**src/rtl/fp_mac_pkg.sv**
```systemverilog
// fp_mac_pkg: constants shared across the FP16 MAC datapath
package fp_mac_pkg;
    localparam int MANT_W = 11;
    typedef logic [1:0] mode_t;
    localparam mode_t MODE_SLL  = 2'd0;
    localparam mode_t MODE_SRL  = 2'd1;
    localparam mode_t MODE_SRA  = 2'd2;
    localparam mode_t MODE_NORM = 2'd3;
endpackage

```
**src/rtl/lzc_count.sv**
```systemverilog
// lzc_count: combinational leading-zero counter, all-zero input counts as WIDTH
module lzc_count #(
    parameter int WIDTH = 11,
    parameter int SHW   = 4
) (
    input  logic [WIDTH-1:0] data,
    output logic [SHW-1:0]   cnt
);
    always_comb begin
        cnt = SHW'(WIDTH);
        for (int i = 0; i < WIDTH; i++)
            if (data[i]) cnt = SHW'(WIDTH - 1 - i);
    end
endmodule

```
**src/rtl/fp_norm_shifter.sv**
```systemverilog
// fp_norm_shifter: two-stage valid/ready mantissa shifter with SLL/SRL/SRA/normalize modes
module fp_norm_shifter
    import fp_mac_pkg::*;
#(
    parameter int WIDTH = MANT_W,
    parameter int SHW   = 4
) (
    input  logic             clk,
    input  logic             rst,
    input  logic             in_valid,
    output logic             in_ready,
    input  logic [WIDTH-1:0] in_data,
    input  logic [SHW-1:0]   in_amt,
    input  logic [1:0]       in_mode,
    output logic             out_valid,
    input  logic             out_ready,
    output logic [WIDTH-1:0] out_data,
    output logic [SHW-1:0]   out_shamt,
    output logic             out_sticky,
    output logic             out_ovf,
    output logic             out_zero
);
    localparam int NL = $clog2(WIDTH) + 1;

    logic             s1_valid, s2_valid, s2_adv, s1_sign;
    logic [WIDTH-1:0] s1_data, res;
    mode_t            s1_mode;
    logic [SHW-1:0]   s1_amt, lzc;
    logic [NL-1:0]    sat;
    logic             fill, is_left, res_sticky, res_ovf;
    logic [2*WIDTH-1:0] lf, rt;

    assign s2_adv    = !s2_valid || out_ready;
    assign in_ready  = !s1_valid || s2_adv;
    assign out_valid = s2_valid;

    lzc_count #(.WIDTH(WIDTH), .SHW(SHW)) u_lzc (.data(in_data), .cnt(lzc));

    // Saturating at WIDTH lets every level work in a 2*WIDTH window without losing shifted-out bits
    assign sat     = s1_amt >= SHW'(WIDTH) ? NL'(WIDTH) : NL'(s1_amt);
    assign fill    = s1_mode == MODE_SRA && s1_sign;
    assign is_left = s1_mode == MODE_SLL || s1_mode == MODE_NORM;

    for (genvar k = 0; k < NL; k++) begin : g_lvl
        logic [2*WIDTH-1:0] l_in, r_in, l, r;
        if (k == 0) begin : g_head
            assign l_in = {{WIDTH{1'b0}}, s1_data};
            assign r_in = {s1_data, {WIDTH{1'b0}}};
        end else begin : g_tail
            assign l_in = g_lvl[k-1].l;
            assign r_in = g_lvl[k-1].r;
        end
        assign l = sat[k] ? l_in << (2**k) : l_in;
        assign r = sat[k] ? {{(2**k){fill}}, r_in[2*WIDTH-1:2**k]} : r_in;
    end

    assign lf         = g_lvl[NL-1].l;
    assign rt         = g_lvl[NL-1].r;
    assign res        = is_left ? lf[WIDTH-1:0] : rt[2*WIDTH-1:WIDTH];
    assign res_ovf    = s1_mode == MODE_SLL && |lf[2*WIDTH-1:WIDTH];
    assign res_sticky = !is_left && |rt[WIDTH-1:0];

    always_ff @(posedge clk or posedge rst) begin
        if (rst) begin
            s1_valid   <= 1'b0;
            s1_data    <= '0;
            s1_mode    <= MODE_SLL;
            s1_amt     <= '0;
            s1_sign    <= 1'b0;
            s2_valid   <= 1'b0;
            out_data   <= '0;
            out_shamt  <= '0;
            out_sticky <= 1'b0;
            out_ovf    <= 1'b0;
            out_zero   <= 1'b0;
        end else begin
            if (in_ready) s1_valid <= in_valid;
            if (in_ready && in_valid) begin
                s1_data <= in_data;
                s1_mode <= in_mode;
                s1_amt  <= in_mode == MODE_NORM ? lzc : in_amt;
                s1_sign <= in_data[WIDTH-1];
            end
            if (s2_adv) s2_valid <= s1_valid;
            if (s2_adv && s1_valid) begin
                out_data   <= res;
                out_shamt  <= s1_amt;
                out_sticky <= res_sticky;
                out_ovf    <= res_ovf;
                out_zero   <= res == '0;
            end
        end
    end
endmodule

```
**config.mk**
```make
export PLATFORM = sky130hd
export DESIGN_NAME = fp_norm_shifter
export DESIGN_NICKNAME = d
export VERILOG_FILES = /design/src/rtl/fp_mac_pkg.sv /design/src/rtl/lzc_count.sv /design/src/rtl/fp_norm_shifter.sv
export SDC_FILE = /design/constraint.sdc
export NUM_CORES = 1
export LEC_CHECK = 0
export ABC_CLOCK_PERIOD_IN_PS = 5500
export CORE_ASPECT_RATIO = 2
export CORE_UTILIZATION = 40
export CTS_CLUSTER_SIZE = 16
export DETAILED_ROUTE_END_ITERATION = 12
export GPL_TIMING_DRIVEN = 1
export PLACE_DENSITY = 0.62
export SYNTH_ARGS = -nofsm -noshare
export SYNTH_HDL_FRONTEND = slang
export SYNTH_SLANG_ARGS = --single-unit
```
**constraint.sdc**
```tcl
create_clock -name clk -period 5.5 [get_ports clk]
set_input_delay 0.825 -clock clk [delete_from_list [all_inputs] [get_ports clk]]
set_output_delay 0.825 -clock clk [all_outputs]
set_load 0.01 [all_outputs]
```
==> flow_metrics.py <==
metrics = {
    "critical_path": {
        "timing.rr.end": "out_zero",
        "rr_worst_depth": 8,
        "r2r_start": "s1_amt[1]",
        "cp_max_fo": 21,
        "arrival_ns": 3.47,
        "rrSetupSlack_ns": 2.23,
        "cp-start-kind": "flop",
        "crit_path_end_kind": "flop",
        "crit_type": "flop to flop",
        "critPathRequiredTime_ns": 5.70,
    },
    "timing": {
        "min_period_ns": 3.27,
        "max_freq_mhz": 306,
        "worst_pin_slew_ns": 0.905,
        "finalSetupTns_ns": 0,
        "hold_viol": 0,
        "drv_slew": 0,
        "slew_headroom_pct": 39.7,
        "rsz0062_at_grt": "false",
        "finalCritPeriodShare_pct": 59.4,
        "setup_violations": 0,
        "finalClockSkew_ns": 0.00683,
    },
    "floorplan": {
        "die_width_um": 62.0,
        "placementRows": 43,
        "die_area_sq_mm": 0.00757,
        "core_sq_mm": 0.00694,
        "die_y_um": 122,
        "initial_core_util_pct": 41.5,
        "ios": 41,
    },
    "clock_network": {
        "hold_buffers": 0,
        "clock-sinks": 37,
        "htreeDepth": 2,
        "cts_root_buf": "clkbuf_16",
        "cts_tree": "yes",
        "cts_buffers": 5,
        "cts_resized": 0,
        "clk_pin_slew_worst_paths_ns": 0.05,
        "postCtsSetupRepairBufs": 0,
        "cts_max_path_buffers": 2,
        "clkLatencyLatePin_ns": 0.30,
    },
    "power_and_ir_drop": {
        "p_sw_mw": 0.521,
        "p_clk_share_pct": 23.7,
        "power_frac_comb_pct": 44.8,
        "netSwitchingFraction_pct": 40.1,
        "p_total_mw": 1.30,
        "power.leakage_nw": 1.40,
        "peakVddDrop_v": 0.000226,
        "cell_internal_pwr_mw": 0.778,
        "p_per_area_mw_per_mm2": 378,
        "seq_power_share_pct": 31.5,
    },
    "detailed_routing": {
        "viasPerCell": 6.15,
        "num_vias": 2921,
        "routed_wl_um": 9560,
        "dr.first_iter.drc_count": 202,
        "drcViolationCount": 0,
        "postRouteAntennaNets": 0,
        "drt_pass1_iterations": 5,
        "wl_per_cell_um": 20.1,
    },
    "global_route": {
        "track_usage_pct": 28.2,
        "antenna_found_initial": 0,
        "grt_pass1_wl_um": 15300,
        "grt_pass1_vias": 2821,
        "overflow": 0,
        "grt_max_degree": 38,
    },
    "place": {
        "routabilityCongestion": 0.968,
        "placed_area_sq_mm": 0.00328,
        "hpwl_um": 7140,
        "io_buffer_count": 40,
    },
    "cells_and_area": {
        "regArea_sq_um": 926,
        "fill_cells": 678,
        "drive_gt1_share_pct": 9.61,
        "n_antenna_cell": 0,
        "multiInputGateArea_sq_mm": 0.00176,
        "fin_util_pct": 49.5,
        "fin_area_sq_mm": 0.00344,
        "fin_nets": 407,
        "syn2layout_area_growth_pct": 19.3,
    },
    "yosys": {
        "synth-seq-area-share_pct": 32.1,
        "synth_area_leaders": "dfrtp_1 32%, nand2_1 7.4%, mux2_2 6.3%",
        "synthArstFlopShare_pct": 100,
        "synth_top_cells_by_count": "57 x nand2_1, 37 x dfrtp_1, 29 x o21ai_0",
        "synthFlopType": "dfrtp_1",
        "synth_top_family_by_area": "compound AO/OA/AOI/OAI gates",
        "synth.avg_cell_area_sq_um": 7.94,
        "synthDominantCellAreaShare_pct": 32.1,
        "synth_warnings": 0,
        "yosysMostFrequentCell": "nand2_1",
        "muxShareOfSynthArea_pct": 9.38,
        "yosysTopAreaCell": "dfrtp_1",
        "synth_nets": 386,
        "synth-seq-cells": 37,
        "syn-cell-area_sq_mm": 0.00288,
        "synth-simple-area-share_pct": 22.5,
        "synth_cells": 363,
        "synth_edf_count": 0,
        "synth_xor_area_share_pct": 0,
        "yosys.area_share.adder_pct": 0.868,
        "synth-compound-area-share_pct": 28.3,
        "synth.distinct_cells": 62,
    },
    "hold_path": {
        "min_from": "out_shamt[0]",
        "holdPathStages": 2,
        "timing.hold.worst_endpoint": "out_shamt[0]",
        "holdCritPathClass": "flop to flop",
    },
    "run_status": {
        "status": "complete, no violations",
    },
    "flow_run": {
        "drv_cap": 0,
    },
}
==> cells in the final DEF, fill, tap and decap left out, types with 3 or more instances in the layout <==
master,synthesis,final
buf_4,3,5
o211ai_1,8,8
inv_1,10,10
o22ai_1,5,5
clkdlybuf4s50_1,0,40
mux2_2,16,16
a31oi_1,3,3
a211oi_1,11,11
nand3_1,17,17
nor3_1,5,5
nand4_1,4,4
nor4_1,4,4
nor2b_1,8,8
a21o_1,3,3
o311ai_0,3,3
mux2i_1,9,9
nand2_1,57,57
nor2_1,20,20
a21oi_1,19,19
o21ai_0,29,29
clkbuf_16,0,5
nand2b_1,12,12
a22oi_1,5,5
dfrtp_1,37,37
==> per-stage QoR <==
| stage | worst slack (ns) | cells | hold WS, ns |
|---|---|---|---|
| 2_1_floorplan | 3.11 | 363 | 0.471 |
| 3_3_place_gp | 2.39 | 467 | 0.459 |
| 3_5_place_dp | 2.34 | 467 | 0.469 |
| 4_1_cts | 2.32 | 475 | 0.481 |
| 5_1_grt | 2.11 | 475 | 0.503 |
| 6_report | 2.23 | 475 | 0.475 |
==> routing by layer <==
layer  vias to the layer above  part of all wire [%]  global-route usage (%)
met4                         0                   6.8                    18.5
met2                       130                    54                    47.4
met1                      1364                    35                    30.8
met5                         -                     0                   0.794
met3                        52                   4.8                    4.56
li1                       1375                     -                       -
==> critical path: stages, from the launching register on <==
cell      delay [ns]
dfrtp_1         0.60
buf_4           0.31
a21oi_1         0.71
nand3_1         0.15
o211ai_1        0.18
mux2i_1         0.15
a211o_1         0.32
or4b_1          0.54
o31ai_2         0.22
==> power by group through the flow <==
stage / combinational [mW] / sequential [mW] / clock (mW)
floorplan: 0.372 / 0.393 / 0
global placement: 0.577 / 0.410 / 0
detailed placement: 0.572 / 0.412 / 0
CTS: 0.574 / 0.407 / 0.312
global route: 0.635 / 0.419 / 0.326
finish: 0.582 / 0.409 / 0.308
==> worst max-delay path by stage <==
stage	startpoint	to	slack [ns]	cells after the start
floorplan	out_ready	out_zero	3.11	7
global placement	s1_amt[1]	out_zero	2.39	8
detailed placement	s1_amt[1]	out_zero	2.34	8
CTS	s1_amt[1]	out_zero	2.32	8
global route	s1_amt[1]	out_zero	2.11	8
finish	s1_amt[1]	out_zero	2.23	8
==> area by class of cell <==
type / instances / area share (%)
Multi-Input combinational cell: 283 / 51.2
Sequential cell: 37 / 26.9
Timing Repair Buffer: 45 / 12.7
Clock buffer: 7 / 4.44
Tap cell: 90 / 3.28
Inverter: 12 / 1.31
Clock inverter: 1 / 0.146
==> kinds of logic (layout without fill, tap and decap cells) <==
family / after synthesis / count (layout)
buffers and inverters: 43 / 65
adders and majority gates: 2 / 2
muxes: 25 / 25
AOI/OAI and AO/OA: 119 / 119
DFF: 37 / 37
and+or+nand+nor: 137 / 137
==> registers in the layout (all words and copies together) (netlist names) <==
register,cells
s1_data,10
s1_amt,4
out_data,11
out_ovf,1
s1_sign,1
out_zero,1
out_sticky,1
out_shamt,4
out_valid,1
s1_valid,1
s1_mode,2
Note: power is estimated with default switching activity, not from simulation.
